## config.mk

```make
export PLATFORM = sky130hd
export DESIGN_NAME = receptor_pacote
export DESIGN_NICKNAME = d
export VERILOG_FILES = /design/src/rtl/receptor_pacote.sv
export SDC_FILE = /design/constraint.sdc
export NUM_CORES = 1
export LEC_CHECK = 0
export ABC_AREA = 1
export CORE_ASPECT_RATIO = 1.75
export CORE_UTILIZATION = 40
export DETAILED_ROUTE_END_ITERATION = 16
export PLACE_DENSITY = 0.61
export SLEW_MARGIN = 20
export SYNTH_ARGS = -nofsm -noshare
export SYNTH_HDL_FRONTEND = slang
export SYNTH_SLANG_ARGS = --single-unit
```

## constraint.sdc

```tcl
create_clock -name clk -period 2.6 [get_ports clk]
set_clock_uncertainty 0.1 [all_clocks]
set_input_delay 0.52 -clock clk [delete_from_list [all_inputs] [get_ports clk]]
set_output_delay 0.52 -clock clk [all_outputs]
set_load 0.1 [all_outputs]
```

## src/rtl/receptor_pacote.sv

```systemverilog
// Serial receiver for {endereco, dados} frames with stop-bit check and local address filter.
// valido/descartado/erro_quadro pulse one cycle after the stop-bit sample; no backpressure.
module receptor_pacote #(
    parameter int         CICLOS_POR_BIT     = 4,
    parameter logic [2:0] ENDERECO_BROADCAST = 3'b111
) (
    input  logic        clk,
    input  logic        rst,
    input  logic        serial_in,
    input  logic [2:0]  meu_endereco,
    input  logic        aceita_broadcast,
    output logic [7:0]  dados,
    output logic [2:0]  endereco,
    output logic [10:0] pacote,
    output logic        valido,
    output logic        erro_quadro,
    output logic        descartado,
    output logic        ocupado
);

    localparam int             CW       = $clog2(CICLOS_POR_BIT);
    localparam logic [CW-1:0]  CNT_BIT  = CW'(CICLOS_POR_BIT - 1);
    localparam logic [CW-1:0]  CNT_MEIO = CW'(CICLOS_POR_BIT / 2 - 1);

    typedef enum logic [2:0] {
        OCIOSO,
        INICIO,
        DADOS,
        PARADA,
        ESPERA
    } estado_t;

    estado_t        state_q, state_d;
    logic           sync_q, rx_s_q;
    logic [CW-1:0]  cnt_q, cnt_d;
    logic [3:0]     idx_q, idx_d;
    logic [10:0]    shift_q, shift_d;
    logic [10:0]    pacote_q, pacote_d;
    logic           valido_q, valido_d;
    logic           erro_q, erro_d;
    logic           desc_q, desc_d;
    logic           end_ok;

    assign end_ok = (shift_q[10:8] == meu_endereco) ||
                    (aceita_broadcast && (shift_q[10:8] == ENDERECO_BROADCAST));

    always_comb begin
        state_d  = state_q;
        cnt_d    = cnt_q;
        idx_d    = idx_q;
        shift_d  = shift_q;
        pacote_d = pacote_q;
        valido_d = 1'b0;
        erro_d   = 1'b0;
        desc_d   = 1'b0;
        case (state_q)
            OCIOSO: begin
                if (!rx_s_q) begin
                    state_d = INICIO;
                    cnt_d   = '0;
                end
            end
            INICIO: begin
                if (cnt_q == CNT_MEIO) begin
                    cnt_d = '0;
                    idx_d = '0;
                    // A start bit that is already gone at mid-bit was a glitch.
                    state_d = rx_s_q ? OCIOSO : DADOS;
                end else begin
                    cnt_d = cnt_q + 1'b1;
                end
            end
            DADOS: begin
                if (cnt_q == CNT_BIT) begin
                    cnt_d   = '0;
                    shift_d = {shift_q[9:0], rx_s_q};
                    idx_d   = idx_q + 4'd1;
                    if (idx_q == 4'd10) begin
                        state_d = PARADA;
                        idx_d   = '0;
                    end
                end else begin
                    cnt_d = cnt_q + 1'b1;
                end
            end
            PARADA: begin
                if (cnt_q == CNT_BIT) begin
                    cnt_d = '0;
                    if (!rx_s_q) begin
                        erro_d  = 1'b1;
                        state_d = ESPERA;
                    end else if (end_ok) begin
                        pacote_d = shift_q;
                        valido_d = 1'b1;
                        state_d  = OCIOSO;
                    end else begin
                        desc_d  = 1'b1;
                        state_d = OCIOSO;
                    end
                end else begin
                    cnt_d = cnt_q + 1'b1;
                end
            end
            ESPERA: begin
                if (rx_s_q) begin
                    state_d = OCIOSO;
                    cnt_d   = '0;
                end
            end
            default: state_d = OCIOSO;
        endcase
    end

    always_ff @(posedge clk) begin
        if (rst) begin
            sync_q   <= 1'b1;
            rx_s_q   <= 1'b1;
            state_q  <= OCIOSO;
            cnt_q    <= '0;
            idx_q    <= '0;
            shift_q  <= '0;
            pacote_q <= '0;
            valido_q <= 1'b0;
            erro_q   <= 1'b0;
            desc_q   <= 1'b0;
        end else begin
            sync_q   <= serial_in;
            rx_s_q   <= sync_q;
            state_q  <= state_d;
            cnt_q    <= cnt_d;
            idx_q    <= idx_d;
            shift_q  <= shift_d;
            pacote_q <= pacote_d;
            valido_q <= valido_d;
            erro_q   <= erro_d;
            desc_q   <= desc_d;
        end
    end

    assign pacote      = pacote_q;
    assign endereco    = pacote_q[10:8];
    assign dados       = pacote_q[7:0];
    assign valido      = valido_q;
    assign erro_quadro = erro_q;
    assign descartado  = desc_q;
    assign ocupado     = (state_q != OCIOSO);

endmodule
```

==> impl_metrics.csv <==
group,metric,value,unit
placed_design,place_area,1940,um^2
timing,tightest_slew,676,ps
clock_network,cts_resized,0,
placed_design,place.gp.congestion,0.902,
logic_synthesis,synthCells,240,
global_route,grt_pass1_vias,1394,
timing,drv_slew,0,
timing,rsz0062_at_grt,"no",
die,core,4190,um^2
drt,wl_per_cell,11.5,um
clock_network,hold_buffers,0,
clock_network,clockBufferDepth,2,
power_and_ir_drop,peakVddDrop,0.381,mV
timing,fin_tns_setup,0,ps
logic_synthesis,yosysSeqAreaShare,40.8,%
die,dieArea,4690,um^2
clock_network,cts_buffers,5,
timing,min_period,1880,ps
die,std_cell_rows,31,
timing,hold_viol,0,
global_route,gr-total-overflow,0,
critical_path,cp.required,1980,ps
global_route,track_usage,16.4,%
clock_network,clkLatencyLatePin,280,ps
logic_synthesis,synthTopCellsByArea,"dfxtp_1 (41%), nand2_1 (9.1%), a21oi_1 (8.2%)",
finish,drive_above_1_share,18.4,%
min_path,hold_path.class,"reg -> reg",
critical_path,worstPathMaxFanout,6,
status,status,"finished clean",
logic_synthesis,yosysTopAreaCell,"dfxtp_1",
run,maxCapViolations,0,
critical_path,arrival,1260,ps
placed_design,portBuffers,32,
timing,fmax,0.531,GHz
logic_synthesis,yosys_warnings,0,
finish,final_nets,273,
logic_synthesis,synth_fp_nets,252,
drt,dr.pass1.iters,4,
timing,finalSetupViolations,0,
power_and_ir_drop,p_per_area,540,nW/um^2
logic_synthesis,netlist.area_leader.share,40.8,%
global_route,antenna_found_initial,0,
clock_network,htreeDepth,2,
drt,postRouteAntennaNets,0,
die,die_height,89.9,um
die,start_util,42.1,%
clock_network,root_buffer,"clkbuf_8",
placed_design,dp.cells,303,
finish,synthToLayoutAreaGrowth,14.5,%
finish,num_antenna_cells,0,
finish,final_area,2020,um^2
finish,fin_cells,310,
die,io_pins,33,
clock_network,cts_tree,"done",
critical_path,critical_path_class,"reg -> out",
die,die_w,52.2,um
timing,slew_headroom,54.9,%
logic_synthesis,ys_ff_latch,36,
power_and_ir_drop,p_leak,0.855,nW
global_route,grt_pass1_wl,5870,um
critical_path,critical_path.startpoint_type,"register",
logic_synthesis,synth_cell_types,25,
drt,vias_per_cell,4.94,
clock_network,clock-sinks,36,
drt,via_count,1532,
clock_network,path_clk_slew,70,ps
placed_design,dp_hpwl,2600,um
drt,postRouteWirelength,3560,um
global_route,grt_max_degree,26,
drt,drcViolationCount,0,
timing,final.period_utilization,72.4,%
logic_synthesis,syn_area,1770,um^2
drt,drt_iter0_drc,18,
logic_synthesis,synth.avg_cell_area,7.36,um^2
clock_network,cts_setup_buffers,0,
critical_path,endpoint_kind,"primary output",
[kinds of logic after synthesis]
| group | Yosys count | synth area share, % |
|---|---|---|
| flops | 36 | 40.8 |
| compound gates | 45 | 13.3 |
| simple gates | 104 | 27.1 |
| fa+ha+maj | 5 | 3.54 |
| buf+inv | 49 | 14.8 |
| xor+xnor | 1 | 0.496 |
[worst paths after layout]
kind | startpoint | endpoint | slack (ps) | cells past startpoint
hold reg to reg | sync_q | rx_s_q | 310 | 1
setup / recovery | state_q[2] | ocupado | 720 | 3
setup reg to reg | state_q[2] | shift_q[8] | 910 | 6
hold / removal | sync_q | rx_s_q | 310 | 1
[per-stage QoR]
step	total power, W	setup slack (ps)	util (%)	hold WS (ps)
2_1_floorplan	0.000694	590	-	289
3_3_place_gp	0.000734	548	46.4	293
3_5_place_dp	0.000736	544	46.4	296
4_1_cts	0.00111	703	48.3	313
5_1_grt	0.00115	675	48.3	339
6_report	0.00109	717	48.3	312
[flip-flops by register name (all words and copies together), names as in the netlist]
name         cells
cnt_q            2
descartado       1
erro_quadro      1
idx_q            4
pacote          11
rx_s_q           1
shift_q         11
state_q          3
sync_q           1
valido           1
[cell usage after synthesis]
cell type,n
nor3_1,4
ha_1,5
dfxtp_1,36
nand2_2,3
xnor2_1,1
a21oi_2,2
nand3_2,2
nand2_1,43
o22ai_1,1
clkbuf_2,1
nor2_1,22
inv_1,27
inv_2,2
nor2_2,1
a21oi_1,29
nand3_1,21
clkbuf_1,2
buf_4,12
buf_2,1
buf_6,4
or2_2,3
nor2_8,1
nor4_1,1
nand4_1,3
o21ai_0,13
[report_power, final]
group	switching [W]	internal, W
Sequential	0.0000117	0.000560
Combinational	0.000107	0.0000444
Clock	0.000186	0.000182
Total	0.000305	0.000787
[critical path, stage by stage, from the launching register on]
cell and delay (ps):
dfxtp_1 460, nor2_1 140, nand2_1 90, buf_4 290
[cells in the final DEF (no fill, tap or decap), drive strengths merged]
cell	n
ha	5
buf	28
nor3	4
clkdlybuf4s50	6
o22ai	1
nor4	1
inv	29
xnor2	1
clkbuf	6
nor2	24
nand4	3
or2	3
nand3	23
nand2	46
a21oi	31
clkinv	1
o21ai	13
dfxtp	36
[area by class of cell]
cell class	count	area [um^2]
Multi-Input combinational cell	155	783
Clock buffer	6	72.6
Inverter	29	109
Fill cell	430	2170
Tap cell	49	61.3
Clock inverter	1	5.00
Timing Repair Buffer	34	270
Sequential cell	36	721
[per-layer routing]
layer / share of wire, % / vias to the layer above / routed length (um) / GRT usage (%)
li1: - / 804 / - / -
met1: 40 / 689 / 1430 / 16.1
met2: 55 / 33 / 1970 / 30.0
met3: 2.9 / 6 / 103 / 4.06
met4: 1.5 / 0 / 53 / 7.46
met5: 0 / - / 0 / 0
Power figures use the tool's default switching activity.
